**src/rtl/issue_control.sv**
```systemverilog
// Single-issue decode/issue stage: classifies the instruction, tracks in-flight
// producers in a shift scoreboard, and emits a registered control bundle.
module issue_control #(
    parameter int unsigned PIPE_DEPTH = 3,
    parameter int unsigned LOAD_LAT   = 2,
    parameter bit          FWD_EN     = 1'b1,
    parameter int unsigned REG_AW     = 5
) (
    input  logic              clk_i,
    input  logic              rst_ni,
    input  logic [6:0]        opcode_i,
    input  logic [2:0]        funct3_i,
    input  logic [6:0]        funct7_i,
    input  logic [REG_AW-1:0] rs1_i,
    input  logic [REG_AW-1:0] rs2_i,
    input  logic [REG_AW-1:0] rd_i,
    input  logic              valid_i,
    output logic              ready_o,
    input  logic              flush_i,
    output logic              issue_valid_o,
    output logic              rs1_re_o,
    output logic              rs2_re_o,
    output logic              rd_we_o,
    output logic              mem_re_o,
    output logic              mem_we_o,
    output logic [2:0]        fwd_rs1_o,
    output logic [2:0]        fwd_rs2_o,
    output logic              illegal_o
);

    localparam logic [6:0] OPC_OPIMM  = 7'b0010011;
    localparam logic [6:0] OPC_OP     = 7'b0110011;
    localparam logic [6:0] OPC_LUI    = 7'b0110111;
    localparam logic [6:0] OPC_AUIPC  = 7'b0010111;
    localparam logic [6:0] OPC_LOAD   = 7'b0000011;
    localparam logic [6:0] OPC_STORE  = 7'b0100011;
    localparam logic [6:0] OPC_JAL    = 7'b1101111;
    localparam logic [6:0] OPC_JALR   = 7'b1100111;
    localparam logic [6:0] OPC_BRANCH = 7'b1100011;

    logic dec_rs1_re, dec_rs2_re, dec_rd_we, dec_mem_re, dec_mem_we, dec_illegal;
    logic hazard;
    logic [2:0] fwd_rs1, fwd_rs2;

    logic [PIPE_DEPTH-1:0] sb_valid_q, sb_valid_d;
    logic [PIPE_DEPTH-1:0] sb_load_q, sb_load_d;
    logic [REG_AW-1:0]     sb_rd_q [PIPE_DEPTH];
    logic [REG_AW-1:0]     sb_rd_d [PIPE_DEPTH];

    logic       issue_valid_q, issue_valid_d;
    logic       rs1_re_q, rs1_re_d, rs2_re_q, rs2_re_d, rd_we_q, rd_we_d;
    logic       mem_re_q, mem_re_d, mem_we_q, mem_we_d;
    logic [2:0] fwd_rs1_q, fwd_rs1_d, fwd_rs2_q, fwd_rs2_d;
    logic       illegal_q, illegal_d;

    always_comb begin
        dec_rs1_re  = 1'b0;
        dec_rs2_re  = 1'b0;
        dec_rd_we   = 1'b0;
        dec_mem_re  = 1'b0;
        dec_mem_we  = 1'b0;
        dec_illegal = 1'b0;
        case (opcode_i)
            OPC_OPIMM: begin
                dec_rs1_re = 1'b1;
                dec_rd_we  = 1'b1;
                if (funct3_i == 3'b001 && funct7_i != 7'b0000000)
                    dec_illegal = 1'b1;
                if (funct3_i == 3'b101 && funct7_i != 7'b0000000 && funct7_i != 7'b0100000)
                    dec_illegal = 1'b1;
            end
            OPC_OP: begin
                dec_rs1_re = 1'b1;
                dec_rs2_re = 1'b1;
                dec_rd_we  = 1'b1;
                if (funct7_i != 7'b0000000 && funct7_i != 7'b0100000)
                    dec_illegal = 1'b1;
                else if (funct7_i == 7'b0100000 && funct3_i != 3'b000 && funct3_i != 3'b101)
                    dec_illegal = 1'b1;
            end
            OPC_LUI, OPC_AUIPC, OPC_JAL: begin
                dec_rd_we = 1'b1;
            end
            OPC_LOAD: begin
                dec_rs1_re = 1'b1;
                dec_rd_we  = 1'b1;
                dec_mem_re = 1'b1;
                if (funct3_i == 3'b011 || funct3_i == 3'b110 || funct3_i == 3'b111)
                    dec_illegal = 1'b1;
            end
            OPC_STORE: begin
                dec_rs1_re = 1'b1;
                dec_rs2_re = 1'b1;
                dec_mem_we = 1'b1;
                if (funct3_i > 3'b010)
                    dec_illegal = 1'b1;
            end
            OPC_JALR: begin
                dec_rs1_re = 1'b1;
                dec_rd_we  = 1'b1;
            end
            OPC_BRANCH: begin
                dec_rs1_re = 1'b1;
                dec_rs2_re = 1'b1;
                if (funct3_i == 3'b010 || funct3_i == 3'b011)
                    dec_illegal = 1'b1;
            end
            default: dec_illegal = 1'b1;
        endcase
        if (dec_illegal) begin
            dec_rs1_re = 1'b0;
            dec_rs2_re = 1'b0;
            dec_rd_we  = 1'b0;
            dec_mem_re = 1'b0;
            dec_mem_we = 1'b0;
        end
        if (rd_i == '0)
            dec_rd_we = 1'b0;
    end

    // Ascending scan: first match is the youngest producer, so it wins the forward select.
    always_comb begin
        hazard  = 1'b0;
        fwd_rs1 = '0;
        fwd_rs2 = '0;
        for (int unsigned i = 0; i < PIPE_DEPTH; i++) begin
            if (dec_rs1_re && rs1_i != '0 && sb_valid_q[i] && sb_rd_q[i] == rs1_i) begin
                if (!FWD_EN || (sb_load_q[i] && (i + 1) <= (LOAD_LAT - 1)))
                    hazard = 1'b1;
                if (FWD_EN && fwd_rs1 == '0)
                    fwd_rs1 = 3'(i + 1);
            end
            if (dec_rs2_re && rs2_i != '0 && sb_valid_q[i] && sb_rd_q[i] == rs2_i) begin
                if (!FWD_EN || (sb_load_q[i] && (i + 1) <= (LOAD_LAT - 1)))
                    hazard = 1'b1;
                if (FWD_EN && fwd_rs2 == '0)
                    fwd_rs2 = 3'(i + 1);
            end
        end
    end

    assign ready_o = valid_i && !hazard && !flush_i;

    // Entries without a register write never enter the scoreboard as valid.
    always_comb begin
        sb_valid_d    = '0;
        sb_load_d     = '0;
        sb_valid_d[0] = ready_o && dec_rd_we;
        sb_load_d[0]  = dec_mem_re;
        sb_rd_d[0]    = rd_i;
        for (int unsigned i = 1; i < PIPE_DEPTH; i++) begin
            sb_valid_d[i] = sb_valid_q[i-1] && !(i == 1 && flush_i);
            sb_load_d[i]  = sb_load_q[i-1];
            sb_rd_d[i]    = sb_rd_q[i-1];
        end
    end

    always_comb begin
        issue_valid_d = ready_o && !dec_illegal;
        rs1_re_d      = ready_o && dec_rs1_re;
        rs2_re_d      = ready_o && dec_rs2_re;
        rd_we_d       = ready_o && dec_rd_we;
        mem_re_d      = ready_o && dec_mem_re;
        mem_we_d      = ready_o && dec_mem_we;
        fwd_rs1_d     = (ready_o && dec_rs1_re) ? fwd_rs1 : '0;
        fwd_rs2_d     = (ready_o && dec_rs2_re) ? fwd_rs2 : '0;
        illegal_d     = ready_o && dec_illegal;
    end

    always_ff @(posedge clk_i or negedge rst_ni) begin
        if (!rst_ni) begin
            sb_valid_q    <= '0;
            sb_load_q     <= '0;
            for (int unsigned i = 0; i < PIPE_DEPTH; i++)
                sb_rd_q[i] <= '0;
            issue_valid_q <= 1'b0;
            rs1_re_q      <= 1'b0;
            rs2_re_q      <= 1'b0;
            rd_we_q       <= 1'b0;
            mem_re_q      <= 1'b0;
            mem_we_q      <= 1'b0;
            fwd_rs1_q     <= '0;
            fwd_rs2_q     <= '0;
            illegal_q     <= 1'b0;
        end else begin
            sb_valid_q    <= sb_valid_d;
            sb_load_q     <= sb_load_d;
            for (int unsigned i = 0; i < PIPE_DEPTH; i++)
                sb_rd_q[i] <= sb_rd_d[i];
            issue_valid_q <= issue_valid_d;
            rs1_re_q      <= rs1_re_d;
            rs2_re_q      <= rs2_re_d;
            rd_we_q       <= rd_we_d;
            mem_re_q      <= mem_re_d;
            mem_we_q      <= mem_we_d;
            fwd_rs1_q     <= fwd_rs1_d;
            fwd_rs2_q     <= fwd_rs2_d;
            illegal_q     <= illegal_d;
        end
    end

    assign issue_valid_o = issue_valid_q;
    assign rs1_re_o      = rs1_re_q;
    assign rs2_re_o      = rs2_re_q;
    assign rd_we_o       = rd_we_q;
    assign mem_re_o      = mem_re_q;
    assign mem_we_o      = mem_we_q;
    assign fwd_rs1_o     = fwd_rs1_q;
    assign fwd_rs2_o     = fwd_rs2_q;
    assign illegal_o     = illegal_q;

endmodule

```
**config.mk**
```make
export PLATFORM = sky130hd
export DESIGN_NAME = issue_control
export DESIGN_NICKNAME = d
export VERILOG_FILES = /design/src/rtl/issue_control.sv
export SDC_FILE = /design/constraint.sdc
export NUM_CORES = 1
export LEC_CHECK = 0
export BUFFER_PORTS_ARGS = -buffer_cell sky130_fd_sc_hd__clkbuf_2
export CAP_MARGIN = 0
export CORE_UTILIZATION = 45
export DETAILED_ROUTE_END_ITERATION = 10
export GPL_ROUTABILITY_DRIVEN = 0
export PLACE_DENSITY = 0.84
export SLEW_MARGIN = 20
export SYNTH_ARGS = -nofsm -noshare
export SYNTH_HDL_FRONTEND = slang
export SYNTH_SLANG_ARGS = --single-unit
```
**constraint.sdc**
```tcl
create_clock -name clk_i -period 2.04 [get_ports clk_i]
set_clock_uncertainty 0.2 [all_clocks]
set_input_delay 0.408 -clock clk_i [delete_from_list [all_inputs] [get_ports clk_i]]
set_output_delay 0.408 -clock clk_i [all_outputs]
set_load 0.1 [all_outputs]
```
==> results.py <==
metrics = {
    "setup_path": {
        "reg2regPathDepth": 7,
        "path_max_fanout": 2,
        "startpoint_type": "flop",
        "required_ns": 1.43,
        "r2r-end": "fwd_rs2_o[0]$_DFF_PN0_",
        "endpoint_kind": "primary output",
        "rrSetupSlack_ns": 0.10,
        "worstPathArrival_ns": 1.87,
        "path_class": "reg -> out",
        "crit-reg2reg-launch": "sb_rd_d[5]$_DFF_PN0_",
    },
    "synthesis": {
        "synthFlopType": "dfrtp_1",
        "synth_edf_count": 0,
        "syn_avg_cell_area_um2": 10.7,
        "synthCells": 143,
        "yosysSeqAreaShare_pct": 47.5,
        "yosys_warnings": 0,
        "synthesis.area_mm2": 0.00153,
        "synthArstFlopShare_pct": 100,
        "ys_ff_latch": 29,
        "ys_types": 36,
    },
    "hold_path": {
        "min_path_cells": 2,
        "min_to": "sb_valid_q[1]$_DFF_PN0_",
        "worstHoldStart": "flush_i",
        "hold_path_class": "in -> reg",
    },
    "floorplan": {
        "die_h_um": 60.2,
        "initial_utilization_pct": 48.8,
        "rows": 20,
        "io_pins": 50,
        "die_w_um": 60.2,
        "core_area_mm2": 0.00313,
        "die_area_mm2": 0.00363,
    },
    "route": {
        "wirelength_um": 3900,
        "wl_per_cell_um": 13.9,
        "wl_met1_um": 1690,
        "drt_iter0_drc": 55,
        "via_count": 1442,
        "routed.top_layer": "met4",
        "dr.pass1.iters": 4,
        "antenna_left": 0,
        "dr_wl_met2_um": 1940,
        "routed-wl-met3_um": 148,
        "route.detailed.drc": 0,
        "post_drt_via_cell_ratio": 5.15,
    },
    "placed_design": {
        "place_area_mm2": 0.00209,
        "hpwl_um": 2860,
        "io_buffers": 47,
    },
    "clock_network": {
        "cts_sinks": 29,
        "htreeDepth": 2,
        "clk_pin_slew_ns": 0.10,
        "clock_latency_ns": 0.34,
        "cts_buffers": 5,
        "cts_tree": "built",
        "cts_root_buffer": "clkbuf_4",
        "cts.path.max_buffers": 2,
    },
    "global_route": {
        "grt_max_degree": 30,
        "grt_pass1_vias": 1399,
        "overflow": 0,
        "grtUsageTotal_pct": 24.1,
        "grt_pass1_wl_um": 6220,
        "antenna_found_initial": 0,
    },
    "timing": {
        "setup_viol": 1,
        "rsz0062_at_grt": "true",
        "worst_slew_pin_slew_ns": 0.684,
        "fmax_mhz": 403,
        "period_share_pct": 122,
        "fin_crit_ns": 2.48,
        "layout_setup_ws_ns": -0.442,
        "maxSlewHeadroom_pct": 54.4,
        "finalHoldViolations": 0,
        "final_max_slew_viol_count": 0,
    },
    "power_and_ir_drop": {
        "leakage_nw": 1.09,
        "ir_drop_mv": 0.416,
        "power.density_mw_per_mm2": 591,
    },
    "cells_and_area": {
        "final_util_pct": 72.1,
        "drive_gt1_share_pct": 41.9,
        "stdcell_area_mm2": 0.00225,
        "area_growth_syn_to_layout_pct": 47.7,
        "n_antenna_cell": 0,
        "fin_nets": 271,
    },
    "flow_run": {
        "cap_violations": 0,
    },
    "run_status": {
        "status": "finished, violations left",
        "failed_checks": "setup timing",
    },
}
-- worst max-delay path by stage --
stage          slack, ns                 start      end
4_1_cts            -0.45  sb_rd_d[7]$_DFF_PN0_  ready_o
2_1_floorplan      -0.39           opcode_i[5]  ready_o
5_1_grt            -0.54  sb_rd_d[7]$_DFF_PN0_  ready_o
3_3_place_gp       -0.24           opcode_i[2]  ready_o
6_report           -0.44  sb_rd_d[7]$_DFF_PN0_  ready_o
3_5_place_dp       -0.26              rs1_i[0]  ready_o
-- Yosys cell counts, drive strengths merged, types with 2 or more instances --
| cell type | count | share of area (%) |
|---|---|---|
| nand2b | 2 | 0.82 |
| a21oi | 4 | 1.3 |
| and3b | 2 | 1.1 |
| nand3 | 6 | 2.0 |
| xnor2 | 6 | 3.4 |
| nor2b | 2 | 0.82 |
| o21ai | 4 | 1.3 |
| nand4 | 2 | 0.82 |
| a31o | 2 | 1.1 |
| nand2 | 5 | 1.2 |
| a21o | 2 | 0.98 |
| nor2 | 10 | 2.5 |
| dfrtp | 29 | 48 |
| and3 | 5 | 2.0 |
| xor2 | 25 | 14 |
| nor4 | 10 | 5.9 |
| nor3 | 7 | 2.3 |
| buf | 3 | 1.7 |
| nand4b | 2 | 1.6 |
| inv | 3 | 0.74 |
-- worst max-delay path, cell delays in order, from the launching register on --
cell,delay [ns]
dfrtp_1,0.41
xor2_1,0.15
nor4_1,0.30
and3_1,0.22
a32o_2,0.22
a21oi_4,0.07
buf_12,0.16
-- state kept, by name, summed over array words and instances (netlist names), 2 cells and up --
| name | cells |
|---|---|
| sb_valid_q | 3 |
| fwd_rs2_o | 2 |
| sb_rd_q | 5 |
| sb_rd_d | 10 |
| fwd_rs1_o | 2 |
-- timing repair --
item / 4_1_cts / 5_1_grt
pin swaps: 4 / 1
buffers inserted: 1 / 0
hold buffers: 6 / 0
gates resized for setup: 0 / 2
hold endpoints to repair: 34 / 0
endpoints found under the setup margin: 1 / 2
-- layout make-up --
class | instances | area (um^2)
Clock buffer | 5 | 37.5
Clock inverter | 3 | 46.3
Fill cell | 211 | 873
Inverter | 3 | 11.3
Multi-Input combinational cell | 109 | 797
Sequential cell | 29 | 729
Tap cell | 44 | 55.1
Timing Repair Buffer | 87 | 578
-- power breakdown --
part	internal (mW)	total (mW)	leakage (nW)	switching [mW]
Sequential	0.591	0.607	0.367	0.0164
Clock	0.259	0.478	0.0414	0.218
Combinational	0.114	0.249	0.677	0.135
Total	0.964	1.33	1.09	0.369
-- cell families (layout without fill, tap and decap cells) --
kind of cell	count (synthesis)	in the layout	share of synthesized area, %
simple gates	57	57	23.4
buf+inv	6	98	2.46
xor+xnor	31	31	17.8
flops	29	29	47.5
other cells	1	2	0.246
compound gates	19	19	8.53
-- per-stage QoR --
step	power, mW	instances	hold slack [ns]	setup TNS, ns	worst slack [ns]
finish	1.33	280	0.0147	-0.442	-0.442
global placement	0.846	265	0.216	-0.260	-0.244
CTS	1.33	280	0.0161	-0.452	-0.452
floorplan	0.724	144	-0.0876	-0.388	-0.388
global route	1.38	280	0.00641	-0.536	-0.536
detailed placement	0.852	265	0.224	-0.553	-0.256
-- per-layer routing --
metal | vias up | GRT usage (%)
met3 | 12 | 5.41
met4 | 0 | 13.6
met5 | - | 0
met1 | 692 | 30.4
li1 | 694 | -
met2 | 44 | 37.7
-- layout by cell type, fill, tap and decap left out, drive strengths merged, types with 6 or more instances in the layout --
cell type     n
nand3         6
dfrtp        29
nor3          7
buf          35
clkbuf       51
dlygate4sd3   6
xor2         25
nor2         10
xnor2         6
nor4         10
Power figures use the tool's default switching activity.
